### src/rtl/uart_pkg.sv
// Shared definitions for the UART receive/transmit cores: FSM states, register
// addresses, status bit positions and the oversampling divider.
package uart_pkg;

    typedef enum logic [2:0] {
        ST_IDLE  = 3'd0,
        ST_START = 3'd1,
        ST_DATA  = 3'd2,
        ST_STOP  = 3'd3,
        ST_BREAK = 3'd4
    } rx_state_e;

    localparam logic [3:0] UART_ADDR_DATA = 4'd0;
    localparam logic [3:0] UART_ADDR_STAT = 4'd1;

    localparam int STAT_NEMPTY = 0;
    localparam int STAT_OVR    = 1;
    localparam int STAT_FERR   = 2;
    localparam int STAT_FULL   = 3;

    // Clock cycles per 16x oversampling tick, rounded to nearest.
    function automatic int uart_div(input int clk_freq, input int baud_rate);
        return (clk_freq + 8 * baud_rate) / (16 * baud_rate);
    endfunction

endpackage

### src/rtl/uart_rx_fifo.sv
// Synchronous receive FIFO with extra pointer wrap bit for full/empty; a push
// while full is accepted only when a pop frees the slot in the same cycle.
module uart_rx_fifo #(
    parameter int DEPTH = 8
) (
    input  logic       clk_i,
    input  logic       arst_n_i,
    input  logic       push,
    input  logic [7:0] wdata,
    input  logic       pop,
    output logic [7:0] rdata,
    output logic       full,
    output logic       empty
);

    localparam int AW = $clog2(DEPTH);
    localparam int PW = AW + 1;

    logic [7:0]    mem [DEPTH];
    logic [PW-1:0] wr_ptr;
    logic [PW-1:0] rd_ptr;
    logic          do_push;
    logic          do_pop;

    assign empty   = (wr_ptr == rd_ptr);
    assign full    = (wr_ptr[AW] != rd_ptr[AW]) && (wr_ptr[AW-1:0] == rd_ptr[AW-1:0]);
    assign do_pop  = pop && !empty;
    assign do_push = push && (!full || do_pop);
    assign rdata   = mem[rd_ptr[AW-1:0]];

    always_ff @(posedge clk_i or negedge arst_n_i) begin
        if (!arst_n_i) begin
            wr_ptr <= '0;
            rd_ptr <= '0;
        end else begin
            if (do_push) wr_ptr <= wr_ptr + 1'b1;
            if (do_pop)  rd_ptr <= rd_ptr + 1'b1;
        end
    end

    always_ff @(posedge clk_i) begin
        if (do_push) mem[wr_ptr[AW-1:0]] <= wdata;
    end

endmodule

### src/rtl/uart_rx_core.sv
// 8N1 UART receiver with Avalon-MM register access. UART_RX_FIFO_EN selects a
// FIFO_DEPTH-entry FIFO; otherwise a single holding register buffers bytes.
//
// state    | meaning
// ---------+---------------------------------------------------------
// ST_IDLE  | line idle, waiting for a falling edge
// ST_START | start bit; confirm low at mid-bit or drop as a glitch
// ST_DATA  | sample 8 data bits at mid-bit, LSB first
// ST_STOP  | sample stop bit; push byte or flag framing error
// ST_BREAK | framing error seen, wait for the line to return high
module uart_rx_core
    import uart_pkg::*;
#(
    parameter int CLK_FREQ   = 100_000_000,
    parameter int BAUD_RATE  = 115_200,
    parameter int FIFO_DEPTH = 8
) (
    input  logic       clk_i,
    input  logic       arst_n_i,
    input  logic [3:0] avms_address_i,
    input  logic       avms_read_i,
    input  logic       avms_write_i,
    input  logic [7:0] avms_writedata_i,
    output logic [7:0] avms_readdata_o,
    input  logic       uart_rxd_i,
    output logic       irq_o
);

    localparam int DIV = uart_div(CLK_FREQ, BAUD_RATE);
    localparam int DW  = $clog2(DIV + 1);

    logic          rxd_meta;
    logic          rxd_sync;
    logic          rxd_prev;
    logic          fall;
    logic [DW-1:0] div_cnt;
    logic [3:0]    tick_idx;
    logic          tick;
    logic          samp;
    logic          start_det;
    rx_state_e     state;
    rx_state_e     state_nxt;
    logic [2:0]    bit_cnt;
    logic [7:0]    shreg;
    logic          shift_en;
    logic          frame_push;
    logic          ferr_set;
    logic          buf_pop;
    logic          buf_full;
    logic          buf_empty;
    logic [7:0]    buf_rdata;
    logic          ovr;
    logic          ferr;
    logic          ovr_set;
    logic          stat_clr;
    logic [7:0]    stat;
    logic [7:0]    rd_mux;
    logic          wdata_unused;

    always_ff @(posedge clk_i or negedge arst_n_i) begin
        if (!arst_n_i) begin
            rxd_meta <= 1'b1;
            rxd_sync <= 1'b1;
            rxd_prev <= 1'b1;
        end else begin
            rxd_meta <= uart_rxd_i;
            rxd_sync <= rxd_meta;
            rxd_prev <= rxd_sync;
        end
    end

    assign fall      = rxd_prev & ~rxd_sync;
    assign start_det = (state == ST_IDLE) && fall;

    // Free-running tick timer, re-phased on each start edge so that
    // tick_idx 7 lands mid-bit.
    assign tick = (div_cnt == '0);
    assign samp = tick && (tick_idx == 4'd7);

    always_ff @(posedge clk_i or negedge arst_n_i) begin
        if (!arst_n_i) begin
            div_cnt  <= DW'(DIV - 1);
            tick_idx <= '0;
        end else if (start_det) begin
            div_cnt  <= DW'(DIV - 1);
            tick_idx <= '0;
        end else if (tick) begin
            div_cnt  <= DW'(DIV - 1);
            tick_idx <= tick_idx + 1'b1;
        end else begin
            div_cnt  <= div_cnt - 1'b1;
        end
    end

    always_ff @(posedge clk_i or negedge arst_n_i) begin
        if (!arst_n_i) begin
            state   <= ST_IDLE;
            bit_cnt <= '0;
            shreg   <= '0;
        end else begin
            state <= state_nxt;
            if (start_det) begin
                bit_cnt <= '0;
            end else if (shift_en) begin
                bit_cnt <= bit_cnt + 1'b1;
                shreg   <= {rxd_sync, shreg[7:1]};
            end
        end
    end

    always_comb begin
        state_nxt  = state;
        shift_en   = 1'b0;
        frame_push = 1'b0;
        ferr_set   = 1'b0;
        case (state)
            ST_IDLE: begin
                if (fall) state_nxt = ST_START;
            end
            ST_START: begin
                if (samp) state_nxt = rxd_sync ? ST_IDLE : ST_DATA;
            end
            ST_DATA: begin
                if (samp) begin
                    shift_en = 1'b1;
                    if (bit_cnt == 3'd7) state_nxt = ST_STOP;
                end
            end
            ST_STOP: begin
                if (samp) begin
                    if (rxd_sync) begin
                        frame_push = 1'b1;
                        state_nxt  = ST_IDLE;
                    end else begin
                        ferr_set   = 1'b1;
                        state_nxt  = ST_BREAK;
                    end
                end
            end
            ST_BREAK: begin
                if (rxd_sync) state_nxt = ST_IDLE;
            end
            default: state_nxt = ST_IDLE;
        endcase
    end

    assign buf_pop = avms_read_i && (avms_address_i == UART_ADDR_DATA) && !buf_empty;

`ifdef UART_RX_FIFO_EN
    uart_rx_fifo #(
        .DEPTH (FIFO_DEPTH)
    ) u_fifo (
        .clk_i    (clk_i),
        .arst_n_i (arst_n_i),
        .push     (frame_push),
        .wdata    (shreg),
        .pop      (buf_pop),
        .rdata    (buf_rdata),
        .full     (buf_full),
        .empty    (buf_empty)
    );
`else
    localparam int fifo_depth_unused = FIFO_DEPTH;

    logic [7:0] hold_data;
    logic       hold_valid;

    always_ff @(posedge clk_i or negedge arst_n_i) begin
        if (!arst_n_i) begin
            hold_data  <= '0;
            hold_valid <= 1'b0;
        end else if (frame_push && (!hold_valid || buf_pop)) begin
            hold_data  <= shreg;
            hold_valid <= 1'b1;
        end else if (buf_pop) begin
            hold_valid <= 1'b0;
        end
    end

    assign buf_rdata = hold_data;
    assign buf_full  = hold_valid;
    assign buf_empty = !hold_valid;
`endif

    // A pop in the same cycle frees the slot, so that push is not an overrun.
    assign ovr_set  = frame_push && buf_full && !buf_pop;
    assign stat_clr = avms_write_i && (avms_address_i == UART_ADDR_STAT);

    always_ff @(posedge clk_i or negedge arst_n_i) begin
        if (!arst_n_i) begin
            ovr  <= 1'b0;
            ferr <= 1'b0;
        end else begin
            ovr  <= ovr_set  | (ovr  & ~(stat_clr & avms_writedata_i[STAT_OVR]));
            ferr <= ferr_set | (ferr & ~(stat_clr & avms_writedata_i[STAT_FERR]));
        end
    end

    assign wdata_unused = ^{avms_writedata_i[7:3], avms_writedata_i[0]};

    always_comb begin
        stat              = '0;
        stat[STAT_NEMPTY] = !buf_empty;
        stat[STAT_OVR]    = ovr;
        stat[STAT_FERR]   = ferr;
        stat[STAT_FULL]   = buf_full;
    end

    always_comb begin
        rd_mux = '0;
        case (avms_address_i)
            UART_ADDR_DATA: if (!buf_empty) rd_mux = buf_rdata;
            UART_ADDR_STAT: rd_mux = stat;
            default:        rd_mux = '0;
        endcase
    end

    always_ff @(posedge clk_i or negedge arst_n_i) begin
        if (!arst_n_i) begin
            avms_readdata_o <= '0;
        end else if (avms_read_i) begin
            avms_readdata_o <= rd_mux;
        end
    end

    assign irq_o = !buf_empty;

endmodule

### config.mk
export PLATFORM = sky130hd
export DESIGN_NAME = uart_rx_core
export DESIGN_NICKNAME = d
export VERILOG_FILES = /design/src/rtl/uart_pkg.sv /design/src/rtl/uart_rx_fifo.sv /design/src/rtl/uart_rx_core.sv
export SDC_FILE = /design/constraint.sdc
export NUM_CORES = 1
export LEC_CHECK = 0
export ABC_AREA = 0
export BUFFER_PORTS_ARGS = -buffer_cell sky130_fd_sc_hd__clkbuf_2
export CAP_MARGIN = 20
export CORE_UTILIZATION = 30
export CTS_BUF_LIST = sky130_fd_sc_hd__clkbuf_2 sky130_fd_sc_hd__clkbuf_4 sky130_fd_sc_hd__clkbuf_8
export CTS_CLUSTER_DIAMETER = 50
export DETAILED_ROUTE_END_ITERATION = 10
export RECOVER_POWER = 100
export SKIP_CTS_REPAIR_TIMING = 1
export SYNTH_ARGS = -nofsm -noshare
export SYNTH_HDL_FRONTEND = slang
export SYNTH_SLANG_ARGS = --single-unit
export TNS_END_PERCENT = 20
### constraint.sdc
create_clock -name clk_i -period 5.3 [get_ports clk_i]
set_input_delay 1.06 -clock clk_i [delete_from_list [all_inputs] [get_ports clk_i]]
set_output_delay 1.06 -clock clk_i [all_outputs]
set_load 0.02 [all_outputs]
After elaboration in Yosys (flattened, before gate mapping)
Cells that the tools add are included.
{"block": "op_classes", "bitwise_logic": 11, "eq_ne": 13, "n_reduce_logical": 19, "muxes": 27, "addsub": 3}
{"cell": "two-way mux 3 bit", "count": 9}
{"cell": "case mux 8 bit (2 select lines)", "count": 1}
{"cell": "case mux 3 bit (5 select lines)", "count": 1}
{"cell": "two-way mux 6 bit", "count": 2}
{"cell": "!= test 2 bit (second input constant)", "count": 6}
{"cell": "two-way mux 1 bit", "count": 10}
{"cell": "logical AND 1 bit", "count": 8}
{"cell": "two-way mux 4 bit", "count": 2}
{"cell": "two-way mux 8 bit", "count": 1}
{"cell": "== test 3 x 2 -> 1 bit (second input constant)", "count": 2}
{"cell": "== test 3 bit (second input constant)", "count": 2}
{"cell": "zero test 6 bit", "count": 1}
{"cell": "AND reduction 6 bit", "count": 1}
{"cell": "nonzero test 2 bit", "count": 3}
{"cell": "subtractor 6 x 1 -> 6 bit (second input constant)", "count": 1}
{"cell": "bitwise AND 1 bit", "count": 5}
{"cell": "adder 4 x 1 -> 4 bit (second input constant)", "count": 1}
{"cell": "== test 4 x 1 -> 1 bit (second input constant)", "count": 1}
{"cell": "== test 4 x 3 -> 1 bit (second input constant)", "count": 1}
{"cell": "zero test 4 bit", "count": 1}
{"cell": "inverter 1 bit", "count": 4}
{"cell": "adder 3 x 1 -> 3 bit (second input constant)", "count": 1}
{"cell": "== test 3 x 1 -> 1 bit (second input constant)", "count": 1}
{"cell": "zero test 3 bit", "count": 1}
{"cell": "other kinds (5)", "count": 7}
{"block": "word_totals", "out_inout_bits": 9, "in_bits": 17, "wordCells": 86, "ff_bits": 46}

Depth between registers and ports, before layout
{"block": "logic_depth", "word_depth": 7, "ltp_mapped": 7, "depth_no_buf": 5}

Worst setup path after synthesis
Ideal clock, no wire load.
{"block": "synth_timing", "path_kind": "input to register", "startpoint": "input port avms_address_i[1]", "endpoint": "register hold_data[0] (netlist: buf_rdata[0])", "n_path_buf": 0, "t_required_ps": 5175, "arrival_ps": 2158, "setup_time_ps": 125, "stages": 4, "path_slack_ps": 3017, "path_cell_list": "nor3_1 -> nand3b_1 -> a21oi_4 -> mux2_2"}
{"block": "synth_via", "elab_chain_cells": 5}
{"item": "from (decl)", "line": "uart_rx_core.sv:20", "rtl": "input logic [3:0] avms_address_i,"}
{"item": "zero test 4 bit", "line": "uart_rx_core.sv:147", "rtl": "assign buf_pop = avms_read_i && (avms_address_i == UART_ADDR_DATA) && !buf_empty;"}
{"item": "logical AND 1 bit (2 in a row)", "line": "uart_rx_core.sv:147"}
{"item": "logical OR 1 bit", "line": "uart_rx_core.sv:172", "rtl": "end else if (frame_push && (!hold_valid || buf_pop)) begin"}
{"item": "logical AND 1 bit", "line": "uart_rx_core.sv:172"}
{"item": "to (signal assigned)", "line": "uart_rx_core.sv:173", "rtl": "hold_data <= shreg;"}
{"item": "to (decl)", "line": "uart_rx_core.sv:165", "rtl": "logic [7:0] hold_data;"}
Every way passes these cells.
A chain may end at the register's enable or synchronous reset.

Final worst setup path
{"block": "layout_timing", "startpoint": "register div_cnt[3]", "endpoint": "register hold_data[6] (netlist: buf_rdata[6])"}
{"block": "layout_via", "elab_chain_cells": 5}
{"item": "from (decl)", "line": "uart_rx_core.sv:36", "rtl": "logic [DW-1:0] div_cnt;"}
{"item": "from (signal assigned)", "line": "uart_rx_core.sv:82", "rtl": "div_cnt <= DW'(DIV - 1);"}
{"item": "from (signal assigned)", "line": "uart_rx_core.sv:85", "rtl": "div_cnt <= DW'(DIV - 1);"}
{"item": "from (signal assigned)", "line": "uart_rx_core.sv:88", "rtl": "div_cnt <= DW'(DIV - 1);"}
{"item": "zero test 6 bit", "line": "uart_rx_core.sv:77", "rtl": "assign tick = (div_cnt == '0);"}
{"item": "logical AND 1 bit", "line": "uart_rx_core.sv:78", "rtl": "assign samp = tick && (tick_idx == 4'd7);"}
{"item": "two-way mux 1 bit", "line": "uart_rx_core.sv:130", "rtl": "if (samp) begin"}
{"item": "two-way mux 1 bit", "line": "uart_rx_core.sv:116", "rtl": "case (state)"}
{"item": "logical AND 1 bit", "line": "uart_rx_core.sv:172"}
Every way passes these cells.

==> metrics.txt <==
Die Y between 80 and 90 um; Post-DRT Antenna Nets 0; Slowest-stage cell, CP nor4_1; CP Capture Type flop; Post-synth EDFFs 0; DRT Pass-1 Iters 7; CTS sink cnt between 40 and 50; Area growth syn-to-layout 10.16%; post-synthesis sequential element count 46; io pins 26; Clk pwr share between 20% and 30%; Root Driver clkbuf_8; P_leak around 1.1 nW; CTS tree built; Synth Area per Inst 11.42 um2; largest net degree at the start of global routing between 40 and 50; wire per inst 12.32 um; setup slack after layout about 2.2 ns; Syn Nets between 200 and 250; clk_lat worst skew around 0.30 ns; Max Clk Rate about 0.32 GHz; internal power between 0.5 and 0.6 mW; worst vdd ir 0.0001074 V; DR iter-0 viols between 70 and 80; Worst setup SP type flop; Residual DRC 3; Worst Hold Class reg2reg; pwr dens about 330 mW/mm2; post-DP HPWL approximately 2.3 mm; final setup fails 0; Slew @ Worst Pin 2.453 ns; Synth area leaders dfrtp_1, mux2_2, dfstp_2; Total Routed Length about 3.4 mm; Buf/Inv on CP 0; Final Max Tran Viols 47; row cnt 29; met1 Track Usage GR between 10% and 20%; width of the die ~85 um; Gate Count Post-Synth 180; switch share slightly below 30%; max-cap violations 1; Synth area leader dfrtp_1; Hold Vio Cnt, Final 0; sequential power share a little under three fifths; GRT Max-Usage Layer met2; CP top delay family simple AND/OR/NAND/NOR gates; shortest period the worst path allows approximately 3.1 ns; Crit Path Max Fanout 9; post-synth design cell area approximately 0.002 mm2; Final TNS setup 0 ns; CP Data Required Time about 5.5 ns; Core Area 0.006495 mm2; All-Layer GR Usage approximately a tenth; PortBufs 19; top-area cell type share of the netlist area 47.47%; pre-CTS worst setup slack between 2 and 3 ns; final net count ~220; layout cells sized above 1 20.50%; Placer Congestion approximately 0.66; vias in the first global route ~1,300; total power between 0.7 and 0.8 mW; Clk pin slew, worst setup/hold paths approximately 0.090 ns; initial core utilization between 30% and 40%; violated checks DRC, capacitance limit, slew limit; status complete, but fails checks; routed vias/inst 4.740; Final Cycle Share about 59%; crit path cell chain nor4_1, nand4_2, a21oi_1, mux2_2; Crit Path Category reg2reg; switching pwr between 0.2 and 0.25 mW; Die ar. slightly above 0.007 mm2; sequential fraction of the synthesis area 56.42%; ant diodes 0; Yosys cell types 33; RSZ-0062 raised after global routing false; max incr delay on CP 1.18 ns; crit path DAT about 3.3 ns; CTS H-tree depth 2; met3 track demand over resource between 2 and 2.5%; M2 GR Usage between 15 and 20%; Synth Flop Type dfrtp_1; ys async rst share between 90% and 100%; first-pass GRT wire length 5.947 mm; Clock Path Buffers 2; initial antenna violation count 0; gr ovfl total 0; Comb power frac between 10% and 20%; Num CTS Buffers 5; Setup Skew a little over 0.01 ns; via count roughly 1,300; Yosys warnings 0; Rel. slew slack -63.54%
==> Yosys cell counts (3+ instances only) <==
cell type,number
mux2_2,17
nand3_1,9
nor2_1,14
clkbuf_1,7
ha_1,5
xor2_1,5
dfrtp_1,39
a21oi_1,6
nand3b_1,3
o21ai_0,10
dfstp_2,7
nor3_1,3
inv_1,10
nand2_1,19
==> power groups by stage <==
stage	clock [mW]	sequential, mW	combinational [mW]
5_1_grt	0.235	0.445	0.121
4_1_cts	0.224	0.445	0.112
6_report	0.216	0.435	0.105
3_3_place_gp	0	0.451	0.108
3_5_place_dp	0	0.451	0.112
2_1_floorplan	0	0.444	0.0833
==> state kept, by name (all words and copies together), names as in the netlist <==
signal	flops
shreg	8
avms_readdata_o	8
irq_o	1
buf_rdata	8
rxd_meta	1
ferr	1
rxd_sync	1
rxd_prev	1
bit_cnt	3
div_cnt	6
state	3
tick_idx	4
ovr	1
==> kinds of logic after synthesis <==
family	after synthesis	share of synthesized area (%)
AO/OA/AOI/OAI	27	8.765
XOR/XNOR	7	2.982
adder cells (fa/ha/maj)	5	3.043
buffers and inverters	18	3.348
flip-flops	46	56.42
multiplexers	18	9.799
AND/OR/NAND/NOR	59	15.64
==> cells in the final DEF, fill, tap and decap left out, types with 2 or more instances in the layout <==
cell type  instances
o21ai_0           10
ha_1               5
and4b_1            2
nor2_1            14
dfstp_2            6
clkbuf_2           9
mux2_2            17
nor3_1             3
xor2_1             5
xnor2_1            2
nor4b_1            2
nand3_1            9
a21o_1             2
clkbuf_1          11
o2111ai_1          2
a21oi_1            7
dfrtp_1           39
inv_1             10
clkbuf_8           5
nand2_1           19
nand3b_1           3
and3b_1            2
==> path summary, 6_finish.rpt <==
path	from	depth (start not counted)	slack [ns]	to
setup / recovery	div_cnt[3]	4	2.17	buf_rdata[6]
hold / removal	rxd_meta	0	0.37	rxd_sync
setup reg to reg	div_cnt[3]	4	2.17	buf_rdata[6]
hold reg to reg	rxd_meta	0	0.37	rxd_sync
max in group asynchronous	arst_n_i	2	2.31	shreg[3]
min in group asynchronous	arst_n_i	2	1.60	irq_o
==> final cells by class <==
class / instances / area, um2
Multi-Input combinational cell: 116 / 794.5
Clock inverter: 3 / 21.27
Timing Repair Buffer: 20 / 86.33
Sequential cell: 46 / 1160
Tap cell: 77 / 96.34
Clock buffer: 5 / 68.82
Inverter: 10 / 37.54
Fill cell: 641 / 4230
==> per-layer routing <==
metal / part of all wire, % / vias to the layer above
li1: - / 658
met1: 52 / 631
met2: 44 / 20
met3: 2.8 / 4
met4: 1.2 / 0
met5: 0 / -
==> per-stage QoR <==
step,util (%),hold WS (ns),area [um2],cells
2_1_floorplan,-,0.3452,2056,180
3_3_place_gp,34.23,0.3465,2223,269
3_5_place_dp,34.23,0.3503,2223,269
4_1_cts,35.62,0.3633,2313,277
5_1_grt,34.87,0.3734,2265,277
6_report,34.87,0.3662,2265,277
(Power assumes the default switching activity.)
